[src/rtl/multicycle_ctrl_if.sv]
// multicycle_ctrl_if: bundles the instruction/flag inputs and the datapath
// control outputs of the multi-cycle control unit.
// master: the control unit side (consumes instr/Zero, drives controls).
// slave:  the datapath/memory side (drives instr/Zero, consumes controls).
interface multicycle_ctrl_if #(
    parameter int INSTRET_W = 32
);
    logic [31:0]          instr;
    logic                 Zero;
    logic [3:0]           ALUCtrl;
    logic                 ALUSrc;
    logic                 MemToReg;
    logic                 RegWrite;
    logic                 MemRead;
    logic                 MemWrite;
    logic                 loadPC;
    logic                 PCSrc;
    logic                 illegal;
    logic [INSTRET_W-1:0] instret;

    modport master (
        input  instr, Zero,
        output ALUCtrl, ALUSrc, MemToReg, RegWrite, MemRead, MemWrite,
               loadPC, PCSrc, illegal, instret
    );

    modport slave (
        output instr, Zero,
        input  ALUCtrl, ALUSrc, MemToReg, RegWrite, MemRead, MemWrite,
               loadPC, PCSrc, illegal, instret
    );
endinterface

[src/rtl/multicycle_ctrl.sv]
// multicycle_ctrl: five-state (IF/ID/EX/MEM/WB) control unit for an RV32I
// subset core. Instruction-level controls (ALUCtrl/ALUSrc/MemToReg) decode
// straight from instr; strobes are Moore outputs qualified by state.
// Optional feature macro: CTRL_ILLEGAL_TRAP_EN -- when defined, an illegal
// instruction traps into HALT in ID and sets the sticky illegal flag; when
// undefined, illegal instructions retire as NOPs and illegal is tied to 0.
module multicycle_ctrl #(
    parameter int INSTRET_W = 32
) (
    input  logic               clk,
    input  logic               rst,
    multicycle_ctrl_if.master  bus
);

    localparam logic [6:0] OP_R    = 7'b0110011;
    localparam logic [6:0] OP_I    = 7'b0010011;
    localparam logic [6:0] OP_LW   = 7'b0000011;
    localparam logic [6:0] OP_SW   = 7'b0100011;
    localparam logic [6:0] OP_BR   = 7'b1100011;

    localparam logic [3:0] ALU_AND = 4'b0000;
    localparam logic [3:0] ALU_OR  = 4'b0001;
    localparam logic [3:0] ALU_ADD = 4'b0010;
    localparam logic [3:0] ALU_SUB = 4'b0110;
    localparam logic [3:0] ALU_SLT = 4'b0111;
    localparam logic [3:0] ALU_SRL = 4'b1000;
    localparam logic [3:0] ALU_SLL = 4'b1001;
    localparam logic [3:0] ALU_SRA = 4'b1010;
    localparam logic [3:0] ALU_XOR = 4'b1101;

    typedef enum logic [2:0] {
        S_IF   = 3'd0,
        S_ID   = 3'd1,
        S_EX   = 3'd2,
        S_MEM  = 3'd3,
        S_WB   = 3'd4,
        S_HALT = 3'd5
    } state_t;

    state_t               state_q, state_d;
    logic [INSTRET_W-1:0] instret_q, instret_d;

    logic [6:0] opcode;
    logic [2:0] funct3;
    logic [3:0] f3_alu;
    logic [3:0] alu_ctrl;
    logic       alu_src;
    logic       mem_to_reg;
    logic       is_r, is_i, is_lw, is_sw, is_beq;
    logic       legal;

    logic       reg_write, mem_read, mem_write, load_pc, pc_src;

    assign opcode = bus.instr[6:0];
    assign funct3 = bus.instr[14:12];

    // Instruction-level decode: depends only on instr, so stable all instruction.
    always_comb begin
        f3_alu     = ALU_ADD;
        alu_ctrl   = ALU_ADD;
        alu_src    = 1'b0;
        mem_to_reg = 1'b0;
        is_r       = 1'b0;
        is_i       = 1'b0;
        is_lw      = 1'b0;
        is_sw      = 1'b0;
        is_beq     = 1'b0;
        legal      = 1'b0;
        // Shared funct3 map for R-type and I-ALU; 011 (SLTU) has no encoding.
        case (funct3)
            3'b000:  f3_alu = ALU_ADD;
            3'b001:  f3_alu = ALU_SLL;
            3'b010:  f3_alu = ALU_SLT;
            3'b100:  f3_alu = ALU_XOR;
            3'b101:  f3_alu = bus.instr[30] ? ALU_SRA : ALU_SRL;
            3'b110:  f3_alu = ALU_OR;
            3'b111:  f3_alu = ALU_AND;
            default: f3_alu = ALU_ADD;
        endcase
        case (opcode)
            OP_R: begin
                is_r     = 1'b1;
                legal    = (funct3 != 3'b011);
                // Only the register form can become SUB; ADDI never does.
                alu_ctrl = (funct3 == 3'b000 && bus.instr[30]) ? ALU_SUB : f3_alu;
            end
            OP_I: begin
                is_i     = 1'b1;
                legal    = (funct3 != 3'b011);
                alu_ctrl = f3_alu;
                alu_src  = 1'b1;
            end
            OP_LW: begin
                is_lw      = 1'b1;
                legal      = 1'b1;
                alu_src    = 1'b1;
                mem_to_reg = 1'b1;
            end
            OP_SW: begin
                is_sw   = 1'b1;
                legal   = 1'b1;
                alu_src = 1'b1;
            end
            OP_BR: begin
                is_beq   = (funct3 == 3'b000);
                legal    = (funct3 == 3'b000);
                alu_ctrl = ALU_SUB;
            end
            default: legal = 1'b0;
        endcase
    end

`ifdef CTRL_ILLEGAL_TRAP_EN
    logic illegal_q, illegal_d;
`endif

    // Next-state, retire counter and state-qualified strobes.
    always_comb begin
        state_d   = state_q;
        instret_d = instret_q;
`ifdef CTRL_ILLEGAL_TRAP_EN
        illegal_d = illegal_q;
`endif
        reg_write = 1'b0;
        mem_read  = 1'b0;
        mem_write = 1'b0;
        load_pc   = 1'b0;
        pc_src    = 1'b0;
        case (state_q)
            S_IF:  state_d = S_ID;
            S_ID: begin
`ifdef CTRL_ILLEGAL_TRAP_EN
                if (!legal) begin
                    state_d   = S_HALT;
                    illegal_d = 1'b1;
                end else begin
                    state_d = S_EX;
                end
`else
                state_d = S_EX;
`endif
            end
            S_EX:  state_d = S_MEM;
            S_MEM: begin
                mem_read  = legal && is_lw;
                mem_write = legal && is_sw;
                state_d   = S_WB;
            end
            S_WB: begin
                // Illegal instructions that reach WB retire as NOPs.
                reg_write = legal && (is_r || is_i || is_lw);
                load_pc   = 1'b1;
                pc_src    = legal && is_beq && bus.Zero;
                instret_d = instret_q + {{(INSTRET_W-1){1'b0}}, 1'b1};
                state_d   = S_IF;
            end
            S_HALT: state_d = S_HALT;
            default: state_d = S_IF;
        endcase
    end

    // State, counter and sticky-flag registers; reset wins in every state.
    always_ff @(posedge clk) begin
        if (rst) begin
            state_q   <= S_IF;
            instret_q <= '0;
`ifdef CTRL_ILLEGAL_TRAP_EN
            illegal_q <= 1'b0;
`endif
        end else begin
            state_q   <= state_d;
            instret_q <= instret_d;
`ifdef CTRL_ILLEGAL_TRAP_EN
            illegal_q <= illegal_d;
`endif
        end
    end

    assign bus.ALUCtrl  = alu_ctrl;
    assign bus.ALUSrc   = alu_src;
    assign bus.MemToReg = mem_to_reg;
    assign bus.RegWrite = reg_write;
    assign bus.MemRead  = mem_read;
    assign bus.MemWrite = mem_write;
    assign bus.loadPC   = load_pc;
    assign bus.PCSrc    = pc_src;
    assign bus.instret  = instret_q;
`ifdef CTRL_ILLEGAL_TRAP_EN
    assign bus.illegal  = illegal_q;
`else
    assign bus.illegal  = 1'b0;
`endif

endmodule

[src/flat_wrapper.sv]
// flat-port wrapper written by rule: the top's interface ports become plain ports
module multicycle_ctrl_flat 
#(
    parameter int INSTRET_W = 32
)
  (clk, rst, bus_instr, bus_Zero, bus_ALUCtrl, bus_ALUSrc, bus_MemToReg, bus_RegWrite, bus_MemRead, bus_MemWrite, bus_loadPC, bus_PCSrc, bus_illegal, bus_instret);
  multicycle_ctrl_if #(.INSTRET_W(INSTRET_W)) bus_i ();
  input  logic clk;
  input  logic rst;
  input wire logic [$bits(bus_i.instr)-1:0] bus_instr;
  input wire logic [$bits(bus_i.Zero)-1:0] bus_Zero;
  output wire logic [$bits(bus_i.ALUCtrl)-1:0] bus_ALUCtrl;
  output wire logic [$bits(bus_i.ALUSrc)-1:0] bus_ALUSrc;
  output wire logic [$bits(bus_i.MemToReg)-1:0] bus_MemToReg;
  output wire logic [$bits(bus_i.RegWrite)-1:0] bus_RegWrite;
  output wire logic [$bits(bus_i.MemRead)-1:0] bus_MemRead;
  output wire logic [$bits(bus_i.MemWrite)-1:0] bus_MemWrite;
  output wire logic [$bits(bus_i.loadPC)-1:0] bus_loadPC;
  output wire logic [$bits(bus_i.PCSrc)-1:0] bus_PCSrc;
  output wire logic [$bits(bus_i.illegal)-1:0] bus_illegal;
  output wire logic [$bits(bus_i.instret)-1:0] bus_instret;
  assign bus_i.instr = bus_instr;
  assign bus_i.Zero = bus_Zero;
  assign bus_ALUCtrl = bus_i.ALUCtrl;
  assign bus_ALUSrc = bus_i.ALUSrc;
  assign bus_MemToReg = bus_i.MemToReg;
  assign bus_RegWrite = bus_i.RegWrite;
  assign bus_MemRead = bus_i.MemRead;
  assign bus_MemWrite = bus_i.MemWrite;
  assign bus_loadPC = bus_i.loadPC;
  assign bus_PCSrc = bus_i.PCSrc;
  assign bus_illegal = bus_i.illegal;
  assign bus_instret = bus_i.instret;
  multicycle_ctrl #(.INSTRET_W(INSTRET_W)) u_core (.clk(clk), .rst(rst), .bus(bus_i));
endmodule
[config.mk]
export PLATFORM = sky130hd
export DESIGN_NAME = multicycle_ctrl_flat
export DESIGN_NICKNAME = d
export VERILOG_FILES = /design/src/rtl/multicycle_ctrl_if.sv /design/src/rtl/multicycle_ctrl.sv /design/src/flat_wrapper.sv
export SDC_FILE = /design/constraint.sdc
export NUM_CORES = 1
export LEC_CHECK = 0
export ABC_AREA = 1
export CORE_ASPECT_RATIO = 0.8
export CORE_UTILIZATION = 44
export CTS_CLUSTER_DIAMETER = 120
export DETAILED_ROUTE_END_ITERATION = 8
export HOLD_SLACK_MARGIN = 0.05
export PLACE_DENSITY = 0.8
export SLEW_MARGIN = 10
export SYNTH_ARGS = -nofsm -noshare
export SYNTH_HDL_FRONTEND = slang
export SYNTH_SLANG_ARGS = --single-unit
[constraint.sdc]
create_clock -name clk -period 1.8 [get_ports clk]
set_clock_uncertainty 0.05 [all_clocks]
set_input_delay 0.27 -clock clk [delete_from_list [all_inputs] [get_ports clk]]
set_output_delay 0.27 -clock clk [all_outputs]
set_load 0.05 [all_outputs]
==> impl_metrics.csv <==
group,metric,value,unit
synth,ys.flop_type,"dfxtp_1",
timing,setup_violations,0,
cts,numCtsBuffers,5,
worst_setup_path,worst_setup_path_end_kind,"primary output",
synth,ys_seq_area_share,33.3,%
synth,async_reset_ff_share,0,%
synth,yosysUniqueCellTypes,30,
power,ir_drop,0.000541,V
cts,clock_latency,0.29,ns
route,vias,2439,
timing,period_minus_slack,1.74,ns
floorplanning,start_util,45.8,%
worst_setup_path,ff2ff_path_depth,8,
floorplanning,die_area,0.00507,sq mm
synth,avgSynthCellArea,6.21,sq um
timing,max_freq,0.574,GHz
cts,cts.sinks,35,
placed_design,post-place-cells,469,
worst_setup_path,max_stage_delay,0.80,ns
global_route,grt-ovfl-total,0,
worst_setup_path,crit_slowest_cell,"clkdlybuf4s50_1",
cells_and_area,mostFrequentLayoutCell,"nand2_1",
run_status,outcome,"finished, final reports clean",
power,leakagePower,1.25,nW
timing,slew_violations,0,
worst_setup_path,critPathLaunch,"u_core.bus.instret[31]",
placed_design,numPortBuffers,56,
route,via_per_inst,5.07,
timing,hold_violations,0,
worst_setup_path,timing.rr.start,"u_core.bus.instret[1]",
power,power_frac_seq,49.0,%
timing,holdWs,0.460,ns
power,pwr-share-clk,39.6,%
cells_and_area,num_antenna_cells,0,
synth,synth_edf_count,0,
worst_setup_path,timing.rr.end,"u_core.bus.instret[22]",
floorplanning,io_pins,79,
timing,timing.final.crit_share,96.8,%
cells_and_area,layout_common_cells,"75 x nand2_1, 73 x nor2_1, 51 x buf_4",
flow_run,maxCapViolations,0,
cts,h-tree-depth,2,
cts,cts-root-buf,"clkbuf_8",
floorplanning,fp.coreArea,0.00460,sq mm
synth,syn-cell-area,0.00210,sq mm
route,wire_per_inst,12.5,microns
global_route,grt_antenna_before_repair,0,
worst_setup_path,endpoint,"bus_instret[31]",
worst_setup_path,crit_type,"flop to primary output",
cts,cts_tree,"done",
worst_setup_path,worstPathCellList,"clkdlybuf4s50_1",
synth,syn_nets,375,
power,pwr-share-comb,11.4,%
floorplanning,die_x,79.3,microns
cells_and_area,drive_gt1_share,27.6,%
synth,ys_warn_count,0,
worst_setup_path,path_depth,1,
global_route,grt_pass1_vias,2265,
placed_design,dp_hpwl,4.60,mm
cells_and_area,fin_nets,456,
power,switching_share,25.7,%
cells_and_area,syn2layout_area_growth,49.5,%
route,drcViolationCount,0,
cells_and_area,instances_no_fill,481,
worst_setup_path,critPathTopFamily,"buffers and inverters",
route,drt_pass1_iterations,4,
synth,ys_seq_elements,35,
global_route,grt_max_degree,14,
cells_and_area,fillers,363,
route,wl,6.04,mm
hold_path,hold_path_class,"flop to flop",
power,power.internal,1.21,mW
power,power.density,517,mW/mm^2
cells_and_area,seqCellArea,704,sq um
cells_and_area,multi_input_area,0.00137,sq mm
worst_setup_path,path_max_fanout,2,
route,final_antenna_net_count,0,
global_route,track_usage,24.7,%
worst_setup_path,required,1.48,ns
global_route,grt_pass1_wl,9.94,mm
worst_setup_path,worst_setup_path_start_kind,"flop",
route,dr.first_iter.drc_count,204,
worst_setup_path,crit_arrival,1.42,ns
cts,clk_pin_slew_worst_paths,0.07,ns
floorplanning,die_h,63.9,microns
synth,netlist_instances,339,
worst_setup_path,r2r_setup_slack,0.09,ns
floorplanning,row_count,22,
placed_design,gp_congestion,0.912,
worst_setup_path,crit_buf_inv,1,
cts,clock_path_buffers,2,
power,p_sw,0.419,mW
-- stage by stage --
step	util (%)	worst slack [ns]	TNS [ns]	instance area [sq um]	power, mW
3_5_place_dp	63.2	-0.197	-1.19	2900	0.982
5_1_grt	68.5	-0.0400	-0.0400	3150	1.68
3_3_place_gp	63.2	-0.153	-0.937	2900	0.978
4_1_cts	67.3	0.00623	0	3090	1.62
6_report	68.5	0.0585	0	3150	1.63
2_1_floorplan	-	-0.417	-1.07	2130	0.898
-- synth_stat cells, types with 2 or more instances --
library cell | n | share of area (%)
a211oi_1 | 2 | 0.71
nor2_1 | 78 | 14
nand2_1 | 77 | 14
nor2_2 | 7 | 2.1
nand2_2 | 2 | 0.59
nand3_2 | 2 | 0.95
a21oi_1 | 20 | 4.8
xnor2_1 | 2 | 0.83
nor3_1 | 8 | 1.9
nor2_4 | 4 | 2.1
buf_4 | 2 | 0.71
nand3_1 | 36 | 8.6
o21ai_0 | 10 | 2.4
nor3b_1 | 3 | 1.1
inv_1 | 33 | 5.9
nand4_1 | 5 | 1.5
dfxtp_1 | 35 | 33
-- repair_timing --
| action | CTS | global route |
|---|---|---|
| endpoints found under the setup margin | 9 | 11 |
| hold buffers | 0 | 0 |
| resized for setup | 24 | 19 |
| pin swaps | 11 | 9 |
| buffers inserted | 2 | 2 |
| hold endpoints to repair | 0 | 0 |
-- tightest hold or removal path, stage by stage, from the launching register on --
cell and delay (ns):
dfxtp_1 0.34, inv_1 0.07, a21oi_1 0.06
-- logic make-up (layout without fill, tap and decap cells) --
logic type | after synthesis | in the layout | share of synthesized area [%]
xor+xnor | 3 | 3 | 1.25
other cells | 1 | 1 | 0.178
flops | 35 | 35 | 33.3
compound gates | 35 | 35 | 8.86
fa+ha+maj | 1 | 1 | 0.594
buf+inv | 39 | 121 | 7.79
simple gates | 225 | 225 | 48.0
-- cell type report --
type | count | area share (%)
clock buffers | 7 | 3.06
clock inverters | 1 | 0.239
inverters | 34 | 4.06
multi-input cells | 265 | 43.5
flip-flops and latches | 35 | 22.4
well taps | 60 | 2.39
repair buffers | 79 | 24.4
-- per-layer routing --
metal | GRT usage (%) | vias to the layer above | wire length, microns
li1 | - | 1250 | -
met1 | 33.5 | 1108 | 2820
met2 | 39.9 | 75 | 2760
met3 | 5.14 | 6 | 426
met4 | 6.14 | 0 | 34
met5 | 0 | - | 0
-- flip-flops by register name, summed over array words and instances, names as in the netlist --
signal              count
u_core.bus.instret     32
u_core.state_q          3
-- worst min path at each step --
stage | from | to | cells past startpoint
2_1_floorplan | rst | u_core.bus.instret[4] | 1
3_3_place_gp | u_core.bus.instret[8] | u_core.bus.instret[8] | 2
3_5_place_dp | u_core.bus.instret[8] | u_core.bus.instret[8] | 2
4_1_cts | u_core.bus.instret[6] | u_core.bus.instret[6] | 2
5_1_grt | u_core.bus.instret[9] | u_core.bus.instret[9] | 2
6_report | u_core.bus.instret[8] | u_core.bus.instret[8] | 2
-- power groups by stage --
stage	Clock [mW]	Sequential, mW	Combinational (mW)
6_report	0.644	0.798	0.185
5_1_grt	0.677	0.799	0.201
4_1_cts	0.643	0.795	0.177
3_5_place_dp	0	0.813	0.169
3_3_place_gp	0	0.813	0.165
2_1_floorplan	0	0.819	0.0797
Power figures use the tool's default switching activity.
